--- config.mk ---
export PLATFORM = sky130hd
export DESIGN_NAME = sram_stream_reader
export DESIGN_NICKNAME = d
export VERILOG_FILES = /design/src/rtl/sram_stream_reader.sv
export SDC_FILE = /design/constraint.sdc
export NUM_CORES = 1
export LEC_CHECK = 0
export CAP_MARGIN = 20
export CORE_AREA = 2 2 128 99
export DETAILED_ROUTE_END_ITERATION = 6
export DIE_AREA = 0 0 130 101
export GPL_TIMING_DRIVEN = 1
export PLACE_DENSITY = 0.79
export SLEW_MARGIN = 25
export SYNTH_ARGS = -nofsm -noshare
export SYNTH_HDL_FRONTEND = slang
export SYNTH_SLANG_ARGS = --single-unit
--- constraint.sdc ---
create_clock -name clk -period 8.9 [get_ports clk]
set_input_delay 2.67 -clock clk [delete_from_list [all_inputs] [get_ports clk]]
set_output_delay 2.67 -clock clk [all_outputs]
set_load 0.05 [all_outputs]
--- src/rtl/sram_stream_reader.sv ---
// Streams a contiguous, wrapping SRAM address range out as valid/ready beats.
// Reads are credit-limited against the output FIFO so a returning word always has a slot.
module sram_stream_reader #(
    parameter int WIDTH        = 32,
    parameter int DEPTH        = 16,
    parameter int ADDR_WIDTH   = $clog2(DEPTH),
    parameter int READ_LATENCY = 2,
    parameter int BUF_DEPTH    = 4
) (
    input  logic                  clk,
    input  logic                  rst_n,
    input  logic                  start,
    input  logic [ADDR_WIDTH-1:0] base_address,
    input  logic [ADDR_WIDTH:0]   length,
    output logic                  busy,
    output logic                  done,
    output logic [ADDR_WIDTH-1:0] sram_read_address,
    output logic                  sram_chip_select,
    output logic                  sram_output_enable,
    input  logic [WIDTH-1:0]      sram_read_data,
    output logic [WIDTH-1:0]      out_data,
    output logic                  out_valid,
    input  logic                  out_ready
);

    localparam int PTR_W = (BUF_DEPTH > 1) ? $clog2(BUF_DEPTH) : 1;
    localparam int CNT_W = $clog2(BUF_DEPTH + 1);
    localparam int INF_W = $clog2(READ_LATENCY + 1);
    localparam logic [ADDR_WIDTH-1:0] LAST_ADDR = ADDR_WIDTH'(DEPTH - 1);
    localparam logic [PTR_W-1:0]      LAST_PTR  = PTR_W'(BUF_DEPTH - 1);

    typedef enum logic [1:0] {
        ST_IDLE,
        ST_RUN,
        ST_DRAIN
    } state_t;

    state_t                  state_reg, state_next;
    logic [ADDR_WIDTH-1:0]   next_addr_reg;
    logic [ADDR_WIDTH:0]     remaining_reg;
    logic [ADDR_WIDTH-1:0]   addr_reg;
    logic                    cs_reg;
    logic                    done_reg, done_next;
    logic                    load;
    logic [READ_LATENCY-1:0] pipe_reg, pipe_next;
    logic [INF_W-1:0]        inflight;

    logic [WIDTH-1:0]        fifo_mem [BUF_DEPTH];
    logic [PTR_W-1:0]        rd_ptr_reg, wr_ptr_reg;
    logic [CNT_W-1:0]        count_reg, count_next;

    logic push, pop, issue, credit_ok, fifo_drains;

    assign out_valid          = (count_reg != '0);
    assign out_data           = out_valid ? fifo_mem[rd_ptr_reg] : '0;
    assign pop                = out_valid && out_ready;
    assign push               = pipe_reg[READ_LATENCY-1];
    assign busy               = (state_reg != ST_IDLE);
    assign done               = done_reg;
    assign sram_read_address  = addr_reg;
    assign sram_chip_select   = cs_reg;
    assign sram_output_enable = cs_reg;

    // Bit k marks a request presented k cycles ago; the top bit tags the capture cycle.
    assign pipe_next[0] = issue;
    generate
        for (genvar gi = 1; gi < READ_LATENCY; gi++) begin : g_pipe
            assign pipe_next[gi] = pipe_reg[gi-1];
        end
    endgenerate

    always_comb begin
        inflight = '0;
        for (int i = 0; i < READ_LATENCY; i++) begin
            inflight = inflight + INF_W'(pipe_reg[i]);
        end
    end

    // A beat leaving this cycle already frees its slot for a new request.
    assign credit_ok   = (int'(inflight) + int'(count_reg) - int'(pop)) < BUF_DEPTH;
    assign issue       = (state_reg == ST_RUN) && (remaining_reg != '0) && credit_ok;
    assign fifo_drains = (count_reg == '0) || ((count_reg == CNT_W'(1)) && pop);

    always_comb begin
        state_next = state_reg;
        done_next  = 1'b0;
        load       = 1'b0;
        case (state_reg)
            ST_IDLE: begin
                if (start) begin
                    if (length != '0) begin
                        state_next = ST_RUN;
                        load       = 1'b1;
                    end else begin
                        done_next = 1'b1;
                    end
                end
            end
            ST_RUN: begin
                if (issue && (remaining_reg == (ADDR_WIDTH+1)'(1))) begin
                    state_next = ST_DRAIN;
                end
            end
            ST_DRAIN: begin
                if ((pipe_reg == '0) && fifo_drains) begin
                    state_next = ST_IDLE;
                    done_next  = 1'b1;
                end
            end
            default: state_next = ST_IDLE;
        endcase
    end

    always_comb begin
        count_next = count_reg;
        case ({push, pop})
            2'b10:   count_next = count_reg + 1'b1;
            2'b01:   count_next = count_reg - 1'b1;
            default: count_next = count_reg;
        endcase
    end

    always_ff @(posedge clk or negedge rst_n) begin
        if (!rst_n) begin
            state_reg     <= ST_IDLE;
            next_addr_reg <= '0;
            remaining_reg <= '0;
            addr_reg      <= '0;
            cs_reg        <= 1'b0;
            done_reg      <= 1'b0;
            pipe_reg      <= '0;
            rd_ptr_reg    <= '0;
            wr_ptr_reg    <= '0;
            count_reg     <= '0;
        end else begin
            state_reg <= state_next;
            done_reg  <= done_next;
            cs_reg    <= issue;
            pipe_reg  <= pipe_next;
            count_reg <= count_next;
            if (load) begin
                next_addr_reg <= base_address;
                remaining_reg <= length;
            end else if (issue) begin
                next_addr_reg <= (next_addr_reg == LAST_ADDR) ? '0 : next_addr_reg + 1'b1;
                remaining_reg <= remaining_reg - 1'b1;
            end
            if (issue) begin
                addr_reg <= next_addr_reg;
            end
            if (push) begin
                wr_ptr_reg <= (wr_ptr_reg == LAST_PTR) ? '0 : wr_ptr_reg + 1'b1;
            end
            if (pop) begin
                rd_ptr_reg <= (rd_ptr_reg == LAST_PTR) ? '0 : rd_ptr_reg + 1'b1;
            end
        end
    end

    // Storage only; occupancy and pointers carry the reset state.
    always_ff @(posedge clk) begin
        if (push) begin
            fifo_mem[wr_ptr_reg] <= sram_read_data;
        end
    end

endmodule

# --- Word-level counts from Yosys, hierarchy flattened ---
# Memory sizes are Yosys's and may differ from the RTL's.
# Index checks and enable logic that the tools add are counted.
word_totals:
  regBits: 26
  mem_bits_rw: 128
  input_bits: 45
  output_inout_bits: 41
  memories: 1
classes:
  add_sub_neg: 9
  n_lt_le_gt_ge: 1
  eq_ne: 13
  mux: 23
  reduce_logical: 17
memory_table:
  columns: ["name", "words", "width", "read_ports", "rd_ports_with_merged_regs", "write_ports", "line_no", "text"]
  rows:
  - ["fifo_mem", 4, 32, 1, 0, 1, "48", "logic [WIDTH-1:0] fifo_mem [BUF_DEPTH];"]
op_table:
  columns: ["op", "n"]
  rows:
  - ["two-way mux 32 bit", 1]
  - ["two-way mux 2 bit", 6]
  - ["two-way mux 4 bit", 3]
  - ["two-way mux 5 bit", 2]
  - ["nonzero test 5 bit", 2]
  - ["equality test 2 bit, second input constant", 4]
  - ["two-way mux 1 bit", 8]
  - ["logical AND 1 bit", 6]
  - ["!= test 2 bit, second input constant", 3]
  - ["case mux 2 bit (3 select lines)", 1]
  - ["case mux 3 bit (2 select lines)", 1]
  - ["nonzero test 2 bit", 3]
  - ["equality test 5 x 1 -> 1 bit, second input constant", 1]
  - ["< comparator 5 x 4 -> 1 bit, second input constant", 1]
  - ["subtractor 4 x 1 -> 5 bit", 1]
  - ["subtractor 5 x 1 -> 5 bit, second input constant", 1]
  - ["adder 2 x 1 -> 2 bit, second input constant", 2]
  - ["adder 2 x 3 -> 4 bit", 1]
  - ["adder 4 x 1 -> 4 bit, second input constant", 1]
  - ["equality test 2 x 1 -> 1 bit, second input constant", 2]
  - ["equality test 4 bit, second input constant", 1]
  - ["zero test 2 bit", 2]
  - ["AND reduction 4 bit", 1]
  - ["adder 3 x 1 -> 3 bit, second input constant", 1]
  - ["8 further kinds", 8]

# --- Longest topological paths before layout ---
depth:
  ltp_word: 8
  mapped_depth: 15

# --- Least setup slack after synthesis ---
# Ideal clock, no wire load.
synth_path:
  path_kind: "input port to flip-flop"
  start: "input port out_ready"
  end: "register remaining_reg[3]"
  setup_time_ns: 0.126
  arrival_time_ns: 4.643
  required_time_ns: 8.774
  path_slack_ns: 4.130
  cell_stages: 11
  path_buffers: 1
  path_cell_list: "nand2_1 -> inv_1 -> ha_1 -> inv_1 -> ha_1 -> a21o_1 -> a21o_1 -> a21o_1 -> a21o_4 -> buf_6 -> a311o_1"
synth_between:
  elab_chain_len: 5
synth_lines:
  columns: ["element", "line_no", "text"]
  rows:
  - ["start: declaration", "23", "input logic out_ready"]
  - ["logical AND 1 bit", "56", "assign pop = out_valid && out_ready;"]
  - ["named net pop", "52", "logic push, pop, issue, credit_ok, fifo_drains;"]
  - ["subtractor 4 x 1 -> 5 bit", "80", "assign credit_ok = (int'(inflight) + int'(count_reg) - int'(pop)) < BUF_DEPTH;"]
  - ["< comparator 5 x 4 -> 1 bit", "80", null]
  - ["logical AND 1 bit", "81", "assign issue = (state_reg == ST_RUN) && (remaining_reg != '0) && credit_ok;"]
  - ["nonzero test 2 bit (no line)", null, null]
  - ["end signal: assignment", "143", "remaining_reg <= length;"]
  - ["end signal: assignment", "146", "remaining_reg <= remaining_reg - 1'b1;"]
  - ["end: declaration", "40", "logic [ADDR_WIDTH:0] remaining_reg;"]
# The timed path passes the listed nets, and every way through them passes these cells.
# A chain may end at the register's enable or synchronous reset.

# --- Worst setup path in the final report ---
layout_path:
  start: "register rd_ptr_reg[0]"
  end: "output port out_data[24]"
layout_between:
  elab_chain_len: 2
layout_lines:
  columns: ["element", "line_no", "text"]
  rows:
  - ["start: declaration", "49", "logic [PTR_W-1:0] rd_ptr_reg, wr_ptr_reg;"]
  - ["start signal: assignment", "155", "rd_ptr_reg <= (rd_ptr_reg == LAST_PTR) ? '0 : rd_ptr_reg + 1'b1;"]
  - ["memory (4 x 32 bit)", null, null]
  - ["two-way mux 32 bit", "55", "assign out_data = out_valid ? fifo_mem[rd_ptr_reg] : '0;"]
  - ["end: declaration", "21", "output logic [WIDTH-1:0] out_data,"]
# No other way between the ends.

==> summary.txt <==
Number of global-route vias before repair = 3,560
Number of enable flip-flop cells after synthesis = 128
Max FFs per register = 128
Clock Latency Late Sink = 0.41 ns
Total of max-cap violations = 0
Via count = 3,433
Fin Setup TNS = 0 ns
Endpoints failing hold = 0
Post-DRT Antenna Nets = 0
Fin area = 0.00795 sq mm
Pre-CTS WS = 3.41 ns
DRT met1 WL = 5240 microns
Seq cells post-synth = 153
DRT iter0 DRCs = 169
Initial antenna violation count = 0
Rows = 35
Sequential area share after synthesis = 70.4%
Postcts setup bufs = 0
Fillers = 808
DR pass1 iterations = 5
Residual DRC = 0
Fin nets = 513
RSZ-0062 raised after global routing = false
Core area = 0.0120 sq mm
Die X = 130 microns
Antenna Cells = 0
Slowest stage delay, CP = 0.69 ns
Synth area leaders = edfxtp_1, mux4_2, dfrtp_1
Half-perimeter wire length after placement = 7010 microns
CTS Hold Bufs = 0
Yosys warns = 0
Layout cells sized above 1 = 16.5%
Cell family with most CP delay = buffers and inverters
First-pass GRT wire length = 18,500 microns
Status = finished clean
Clock Path Buffers = 2
Max Clk Rate = 182 MHz
Post-Synthesis Cell Area = 0.00635 sq mm
Area grow syn2layout = 25.1%
Chip height = 101 microns
Via-to-Cell Ratio = 5.47
Worst hold path depth = 1
Pin count of the biggest net entering global routing = 36
Syn avg cell area = 17.8 sq um
Post-synth top area share = 60.5%
Cell taking the most area after synthesis = edfxtp_1
Stages on the worst setup path = 4
Crit end category = primary output
Worst Setup Slack, final = 3.39 ns
Final max-slew violation count = 0
Syn Inst Count = 357
H-tree levels = 4
Layout Skew = 0.00630 ns
Hold Path Class = flip-flop to flip-flop
Drt total wl = 11,900 microns
CP arrival = 2.84 ns
Placer's final routability congestion estimate = 0.808
CTS Buf Count = 17
R2r worst-path depth = 15
Drt wl/cell = 18.9 microns
Cell Chain, Critical Path = buf_4, mux4_2, and2_1, clkdlybuf4s50_1
Post-route clock period utilization = 61.9%
Buf+Inv Stages, Crit Path = 2
Top_reg_cell synth = edfxtp_1
CP Launch Type = flip-flop
Gr usage total = 19.6%
Io pins = 86
Die area = 0.0131 sq mm
Slew HR = 40.1%
Clock Tree Root = clkbuf_16
Least-Margin Pin Slew = 0.898 ns
Met3 routed WL = 616 microns
Setup CP Type = flip-flop to primary output
CTS tree = done
Top layer in use = met4
Starting Density = 53.1%
Placed Area = 0.00736 sq mm
Reg area = 0.00447 sq mm
Worst-path maximum fanout = 35
Ys async rst share = 16.3%
Routed wl met2 = 5850 microns
Gr ovfl total = 0
Post_cts resized = 0
Setup-failing EPs final = 0
Worst-path clk slew = 0.06 ns
Syn_nets = 421
CTS Sinks = 153
Worst EP required = 6.23 ns
Slowest CP cell = clkdlybuf4s50_1
Multi-input gate area = 0.00175 sq mm
Netlist cell types = 41
Tmin final = 5.51 ns
Number of port buffers = 85
[per-stage QoR]
stage	instances	hold slack [ns]	utilization [%]
floorplan	357	0.448	-
CTS	628	0.503	66.5
global route	628	0.530	66.5
finish	628	0.504	66.5
detailed placement	596	0.492	61.6
global placement	596	0.476	61.5
[synthesized netlist by cell type (3+ instances only)]
cell type  count
buf_2          4
mux4_2        32
and2_1        36
nor2_1         9
nor3_1         3
edfxtp_1     128
nand2_1       13
inv_1         15
dfrtp_1       25
xnor2_1        5
a31oi_1        3
o21ai_0        9
mux2_4         3
nand3_1        4
ha_1          19
a21o_1         5
clkbuf_1       7
a21oi_1        7
[area by class of cell]
class	instances	share of cell area, %
timing repair buffer	87	10.9
clock inverter	13	1.92
clock buffer	19	5.45
inverter	16	0.787
tap	166	2.61
sequential	153	56.3
multi-input combinational	174	22.1
[per-layer routing]
layer | vias up | GRT usage (%)
met5 | - | 0
met4 | 0 | 7.03
met3 | 13 | 5.79
met2 | 93 | 31.6
met1 | 1760 | 25.7
li1 | 1567 | -
[cells by family after synthesis]
logic type / after synthesis / share of synthesized area, %
flip-flops: 153 / 70.4
AND/OR/NAND/NOR: 79 / 6.90
multiplexers: 38 / 12.6
AO/OA/AOI/OAI: 33 / 3.61
buffers and inverters: 30 / 2.13
adder cells (fa/ha/maj): 19 / 3.74
XOR/XNOR: 5 / 0.690
[placed cells by master (no fill, tap or decap), drive strengths merged, types with 3 or more instances in the layout]
cell	netlist	routed
inv	16	17
nor2	9	9
a31oi	3	3
ha	19	19
bufinv	0	3
mux2	4	4
clkbuf	7	19
o21ai	10	10
nand2	13	13
xnor2	5	5
nand3	4	4
dfrtp	25	25
and2	36	36
edfxtp	128	128
mux4	32	32
a21o	6	6
clkdlybuf4s50	0	85
nor3	3	3
clkinv	0	7
a21oi	7	7
[final timing paths]
check                                           from                           end  slack, ns
min                         state_reg[0]$_DFFE_PN0P_                done$_DFF_PN0_       0.50
max in group asynchronous                      rst_n     rd_ptr_reg[1]$_DFFE_PN0P_       6.01
min in group asynchronous                      rst_n  remaining_reg[2]$_DFFE_PN0P_       2.63
max                        rd_ptr_reg[0]$_DFFE_PN0P_                  out_data[24]       3.39
max reg2reg                 count_reg[1]$_DFFE_PN0N_      state_reg[1]$_DFFE_PN0P_       5.14
min reg2reg                 state_reg[0]$_DFFE_PN0P_                done$_DFF_PN0_       0.50
Power is not shown: default switching activity piles up to over one toggle a cycle in this logic, so the estimate is an artifact.
